$ cat src/rtl/lsu_pkg.sv
// lsu_pkg: funct3 codes, FSM encoding, byte-enable patterns and store-enable helper for the load/store unit.
package lsu_pkg;
    localparam logic [2:0] F3_LB  = 3'b000;
    localparam logic [2:0] F3_LH  = 3'b001;
    localparam logic [2:0] F3_LW  = 3'b010;
    localparam logic [2:0] F3_LBU = 3'b100;
    localparam logic [2:0] F3_LHU = 3'b101;

    typedef enum logic [1:0] {S_IDLE, S_REQ, S_WAIT, S_DONE} state_t;

    localparam logic [3:0] BE_B   = 4'b0001;
    localparam logic [3:0] BE_HLO = 4'b0011;
    localparam logic [3:0] BE_HHI = 4'b1100;
    localparam logic [3:0] BE_W   = 4'b1111;

    function automatic logic [3:0] store_be(input logic [2:0] f3, input logic [1:0] a);
        return f3[1:0] == F3_LB[1:0] ? BE_B << a :
               f3[1:0] == F3_LH[1:0] ? (a[1] ? BE_HHI : BE_HLO) : BE_W;
    endfunction
endpackage

$ cat src/rtl/lsu_load_align.sv
// lsu_load_align: selects the addressed byte/halfword lane of a bus word and sign- or zero-extends it.
module lsu_load_align
    import lsu_pkg::*;
(
    input  logic [31:0] word_i,
    input  logic [1:0]  off_i,
    input  logic [2:0]  f3_i,
    output logic [31:0] value_o
);
    logic [7:0]  b;
    logic [15:0] h;

    assign b = word_i[8*off_i +: 8];
    assign h = off_i[1] ? word_i[31:16] : word_i[15:0];

    always_comb begin
        value_o = f3_i == F3_LB  ? {{24{b[7]}}, b}  :
                  f3_i == F3_LBU ? {24'b0, b}       :
                  f3_i == F3_LH  ? {{16{h[15]}}, h} :
                  f3_i == F3_LHU ? {16'b0, h}       : word_i;
    end
endmodule

$ cat src/rtl/load_store_unit.sv
// load_store_unit: one handshaked word bus transaction per core load/store, stalling the core until done; LSU_TIMEOUT_EN adds an abort timer.
module load_store_unit
    import lsu_pkg::*;
#(
    parameter int TIMEOUT_CYCLES = 16
) (
    input  logic        clk,
    input  logic        rst,
    input  logic        mem_read,
    input  logic        mem_write,
    input  logic [2:0]  funct3,
    input  logic [31:0] addr,
    input  logic [31:0] wdata,
    output logic [31:0] rdata,
    output logic        stall,
    output logic        fault,
    output logic        bus_req,
    output logic        bus_we,
    output logic [31:0] bus_addr,
    output logic [3:0]  bus_be,
    output logic [31:0] bus_wdata,
    input  logic        bus_gnt,
    input  logic        bus_rvalid,
    input  logic [31:0] bus_rdata,
    output logic        bus_err
);
    state_t      state_q, state_d;
    logic        we_q;
    logic [2:0]  f3_q;
    logic [1:0]  off_q;
    logic [31:0] addr_q, wdata_q, rdata_q, ld_val;
    logic [3:0]  be_q;
    logic        access, misalign, illegal, start, busy, tmo;

    assign access   = mem_read ^ mem_write;
    assign misalign = (funct3[1:0] == 2'b01 && addr[0]) || (funct3[1:0] == 2'b10 && addr[1:0] != 2'b00);
    assign illegal  = funct3 == 3'b011 || funct3[2:1] == 2'b11;
    assign fault    = (mem_read & mem_write) | ((mem_read | mem_write) & (misalign | illegal));
    assign start    = state_q == S_IDLE && access && !fault;

    always_ff @(posedge clk or negedge rst) begin
        if (!rst) state_q <= S_IDLE;
        else      state_q <= state_d;
    end

    always_comb begin
        state_d = state_q;
        case (state_q)
            S_IDLE:  state_d = start ? S_REQ : S_IDLE;
            S_REQ:   state_d = tmo ? S_DONE : bus_gnt ? (we_q ? S_DONE : S_WAIT) : S_REQ;
            S_WAIT:  state_d = (tmo || bus_rvalid) ? S_DONE : S_WAIT;
            default: state_d = S_IDLE;
        endcase
    end

    // stall is gated by reset so the core is released the moment reset asserts
    always_comb begin
        busy    = state_q == S_REQ || state_q == S_WAIT;
        bus_req = state_q == S_REQ;
        stall   = rst && (start || busy);
    end

    lsu_load_align u_align (
        .word_i  (bus_rdata),
        .off_i   (off_q),
        .f3_i    (f3_q),
        .value_o (ld_val)
    );

    always_ff @(posedge clk or negedge rst) begin
        if (!rst) begin
            we_q    <= 1'b0;
            f3_q    <= 3'b0;
            off_q   <= 2'b0;
            addr_q  <= '0;
            be_q    <= 4'b0;
            wdata_q <= '0;
            rdata_q <= '0;
        end else begin
            if (start) begin
                we_q    <= mem_write;
                f3_q    <= funct3;
                off_q   <= addr[1:0];
                addr_q  <= {addr[31:2], 2'b00};
                be_q    <= mem_write ? store_be(funct3, addr[1:0]) : BE_W;
                wdata_q <= funct3[1:0] == 2'b00 ? {4{wdata[7:0]}} :
                           funct3[1:0] == 2'b01 ? {2{wdata[15:0]}} : wdata;
            end
            if (state_q == S_WAIT && bus_rvalid) rdata_q <= ld_val;
            else if (tmo && !we_q)               rdata_q <= '0;
        end
    end

`ifdef LSU_TIMEOUT_EN
    localparam int CW = $clog2(TIMEOUT_CYCLES + 1);
    logic [CW-1:0] cnt_q;

    always_ff @(posedge clk or negedge rst) begin
        if (!rst)       cnt_q <= '0;
        else if (start) cnt_q <= '0;
        else if (busy)  cnt_q <= cnt_q + CW'(1);
    end

    assign tmo     = busy && cnt_q == CW'(TIMEOUT_CYCLES - 1);
    assign bus_err = tmo;
`else
    assign tmo     = 1'b0;
    assign bus_err = tmo & (TIMEOUT_CYCLES > 0);
`endif

    assign rdata     = rdata_q;
    assign bus_we    = we_q;
    assign bus_addr  = addr_q;
    assign bus_be    = be_q;
    assign bus_wdata = wdata_q;
endmodule
$ cat config.mk
export PLATFORM = sky130hd
export DESIGN_NAME = load_store_unit
export DESIGN_NICKNAME = d
export VERILOG_FILES = /design/src/rtl/lsu_pkg.sv /design/src/rtl/lsu_load_align.sv /design/src/rtl/load_store_unit.sv
export SDC_FILE = /design/constraint.sdc
export NUM_CORES = 1
export LEC_CHECK = 0
export CAP_MARGIN = 40
export CELL_PAD_IN_SITES_DETAIL_PLACEMENT = 1
export CELL_PAD_IN_SITES_GLOBAL_PLACEMENT = 2
export CORE_ASPECT_RATIO = 1.1
export CORE_UTILIZATION = 26
export DETAILED_ROUTE_END_ITERATION = 16
export PLACE_DENSITY = 0.78
export SLEW_MARGIN = 20
export SYNTH_ARGS = -nofsm -noshare
export SYNTH_HDL_FRONTEND = slang
export SYNTH_HIERARCHICAL = 1
export SYNTH_SLANG_ARGS = --single-unit
$ cat constraint.sdc
create_clock -name clk -period 1.7 [get_ports clk]
set_input_delay 0.255 -clock clk [delete_from_list [all_inputs] [get_ports clk]]
set_output_delay 0.255 -clock clk [all_outputs]
set_load 0.02 [all_outputs]
==> summary.md <==
| Metric | Value |
|---|---|
| Final min period | `1.81 ns` |
| RSZ-0062 raised after global routing | `yes` |
| Drc violations | `0` |
| Critical Path Source | `state_q[0]` |
| Setup violations, final | `between 100 and 150` |
| Die height | `between 150 and 200 um` |
| M2 GR Usage | `28.7%` |
| Synth unique cells | `42` |
| Final hold violation count | `2` |
| DR iter-0 viols | `~120` |
| Crit path max fanout | `18` |
| Antenna violations before repair | `2` |
| Worst R2R Start | `state_q[0]` |
| Final GP Congestion | `approximately 0.84` |
| Sw Share | `a little over a third` |
| Final Slew Violations | `0` |
| Combinational power share | `between 50% and 60%` |
| WP data arrival | `roughly 2.0 ns` |
| IO Pins | `between 200 and 250` |
| Die span in x | `142 um` |
| Power per cell area | `about 1900 mW/mm2` |
| Clock buffer depth | `2` |
| Max IR drop VDD | `0.931 mV` |
| Critical path startpoint category | `flop` |
| Max cap viols | `0` |
| Post-synthesis sequential area ratio | `a little under half` |
| DR vias/cell | `between 4 and 5` |
| Full die area | `around 0.022 mm2` |
| Largest family of logic cells by synthesized area | `multiplexers` |
| Hold Crit Class | `in2async` |
| Detailed Routing Iterations Pass 1 | `4` |
| Number of global-route vias before repair | `5068` |
| Failing checks | `hold timing, setup timing` |
| H-tree depth | `3` |
| Post-synthesis mux area share | `a little over 30%` |
| Adder-cell share of the synthesized area | `around 1.3%` |
| Switching power total | `6.19 mW` |
| Met1 usage | `19.7%` |
| First-pass GRT wire length | `28400 um` |
| Gr busiest metal | `met2` |
| Sequential share of power | `27.3%` |
| Worst setup margin | `-0.112 ns` |
| Final nets | `786` |
| Max Clk Rate | `about 0.55 GHz` |
| Fillers | `around 2300` |
| Synth Area in XOR/XNOR | `0%` |
| GRT Util Overall | `between 10% and 20%` |
| Vias | `around 4600` |
| Setup Skew | `about 0.0051 ns` |
| Row Count | `56` |
| Placed cell area | `approximately 0.0083 mm2` |
| Yosys reg bits | `106` |
| Grt ovf | `0` |
| Compound-Gate Fraction of Synth Area | `7.08%` |
| Reg clk slew, reported paths | `0.07 ns` |
| Share of cells above drive strength 1 | `approximately a third` |
| Status | `complete, but fails checks` |
| Root buf cell | `clkbuf_16` |
| CTS sink cnt | `106` |
| Synthesis-to-finish area growth | `62.9%` |
| Core footprint | `around 0.021 mm2` |
| Met3 usage in global routing | `5.94%` |
| Leakage | `about 4.2 nW` |
| Hold slack | `-0.00300 ns` |
| Fin area | `about 0.0092 mm2` |
| Routed len/inst | `around 20 um` |
| Worst-Skew Late Latency | `between 0.3 and 0.4 ns` |
| Routed Antenna Nets | `0` |
| CTS tree | `done` |
| WL final | `between 15000 and 20000 um` |
| Netlist Area Pre-Place | `0.00564 mm2` |
| Synth Area in Simple Gates | `a little under a tenth` |
| Final critical-path share of the clock period | `107%` |
| Rel. slew slack | `between 50% and 60%` |
| Post-Syn Instances | `between 400 and 500` |
| Crit path kind | `reg2reg` |
| Critical Path RT | `1.93 ns` |
| Pint | `approximately 11 mW` |
| Detail Placement HPWL | `around 13000 um` |
| Initial Util | `between 20% and 30%` |
| CTS buffer count | `9` |
| Clock power share | `between 10 and 15%` |
| Synth warnings | `6` |
| Setup crit end kind | `flop` |
| PortBufs | `206` |
| Largest net degree at the start of global routing | `between 100 and 150` |
| Power, Total | `about 17 mW` |
| Mean Syn Cell Area | `between 10 and 15 um2` |
| Tightest Pin Transition | `just over 0.6 ns` |
==> timing repair <==
item / CTS / global route
pin swaps: 17 / 25
setup endpoints to repair: 94 / 106
hold buffers: 0 / 0
cloned: 3 / 5
setup buffers: 5 / 4
gates resized for setup: 70 / 39
==> power by group through the flow <==
stage,Clock (mW),Sequential (mW),Combinational [mW]
after floorplan,0,5.91,3.56
after global placement,0,4.55,8.66
after detailed placement,0,4.62,8.85
after CTS,2.40,4.64,9.64
after global routing,2.48,4.83,10.6
final,2.29,4.66,10.1
==> stage by stage <==
step	hold slack (ns)	setup TNS (ns)	std cells	utilization [%]	setup WS, ns
2_1_floorplan	-0.0406	-0.108	431	-	-0.0135
3_3_place_gp	0.417	-48.71	939	39.0	-0.796
3_5_place_dp	0.423	-53.53	939	39.0	-0.831
4_1_cts	0.0377	-6.38	961	42.0	-0.138
5_1_grt	0.0309	-12.88	968	43.1	-0.193
6_report	-0.00300	-6.85	969	43.1	-0.112
==> layout make-up <==
type | instances | area [um2] | area share (%)
clock inverter | 4 | 77.6 | 0.845
clock buffer | 10 | 239 | 2.60
inverter | 8 | 30.0 | 0.327
antenna | 1 | 2.50 | 0.0273
timing repair buffer | 269 | 2810 | 30.6
sequential | 106 | 2660 | 28.9
multi-input combinational | 281 | 3000 | 32.7
tap | 290 | 363 | 3.95
==> placed cells by master (no fill, tap or decap), types with 3 or more instances in the layout <==
cell type          n
a22o_1             7
buf_12            11
nor2_1             4
mux2i_1            8
nand3_2           16
dlygate4sd2_1      6
nand3b_1           8
or4b_1             3
a31oi_1            6
clkdlybuf4s50_1  196
mux2_2            25
nand3_1            8
inv_2              3
mux2_1            14
o21ai_0           14
mux2_4            88
buf_4             40
a221o_1           15
dfrtp_1          103
conb_1             3
or4b_4             4
inv_1              5
nand2_1           26
dfrtp_2            3
ha_1               6
buf_6              7
clkbuf_16         13
==> Yosys cell counts <==
master | number | area share [%]
or2_1 | 1 | 0.11
or3b_1 | 1 | 0.16
and3b_1 | 1 | 0.16
nand3_1 | 14 | 1.2
or4_1 | 1 | 0.13
nand3_2 | 10 | 1.8
mux4_2 | 1 | 0.40
o21ai_0 | 14 | 1.2
nor4_2 | 1 | 0.22
nor3_1 | 2 | 0.18
mux2_2 | 45 | 9.0
nor3b_1 | 1 | 0.13
a32o_1 | 1 | 0.18
nor3b_2 | 1 | 0.22
or4b_1 | 7 | 1.2
o31ai_2 | 1 | 0.22
buf_2 | 10 | 0.89
dfrtp_1 | 106 | 47
mux2_1 | 32 | 6.4
mux2_4 | 50 | 13
a21o_1 | 1 | 0.13
nand2_1 | 26 | 1.7
nor2_1 | 4 | 0.27
inv_1 | 8 | 0.53
clkbuf_1 | 11 | 0.73
and2_1 | 1 | 0.11
o2bb2ai_1 | 1 | 0.16
ha_1 | 6 | 1.3
a21oi_1 | 1 | 0.089
a31oi_1 | 8 | 0.89
mux2i_1 | 9 | 1.6
a21boi_1 | 1 | 0.13
o21bai_1 | 1 | 0.13
buf_6 | 8 | 1.6
a211o_1 | 1 | 0.16
a22o_1 | 7 | 1.1
conb_1 | 1 | 0.067
a221o_1 | 15 | 2.7
nor2b_1 | 3 | 0.33
buf_4 | 6 | 0.80
nand3b_1 | 8 | 1.1
buf_1 | 2 | 0.13
==> cells by family after synthesis <==
logic type      after synthesis
mux                         137
flops                       106
simple gates                 82
compound gates               52
buf+inv                      45
fa+ha+maj                     6
other cells                   1
==> final timing paths <==
check                                    end  slack [ns]  depth (start not counted)
worst max register to register  bus_addr[25]       -0.11                          7
min in group clk                     f3_q[2]        0.33                          2
worst min register to register  bus_addr[31]        0.50                          1
max in group asynchronous       bus_addr[24]        1.24                          2
worst min-delay path                 f3_q[0]      -0.003                          2
worst max-delay path            bus_addr[25]       -0.11                          7
==> flip-flops by register name, indices dropped and copies added (netlist names) <==
name	flops
bus_wdata	32
rdata	32
bus_addr	30
bus_be	4
f3_q	3
off_q	2
state_q	2
bus_we	1
==> critical path, stage by stage, from the launching register on <==
cell and delay, ns:
dfrtp_1 0.37, inv_2 0.05, ha_1 0.19, and3b_2 0.24
o31ai_4 0.07, buf_6 0.24, buf_12 0.21, mux2_4 0.32
==> metal layers <==
metal | vias to the layer above | part of all wire (%)
met2 | 178 | 50
met1 | 2344 | 40
met4 | 2 | 0.88
met3 | 14 | 8.3
li1 | 2057 | -
met5 | - | 0.058
(Power assumes the default switching activity.)
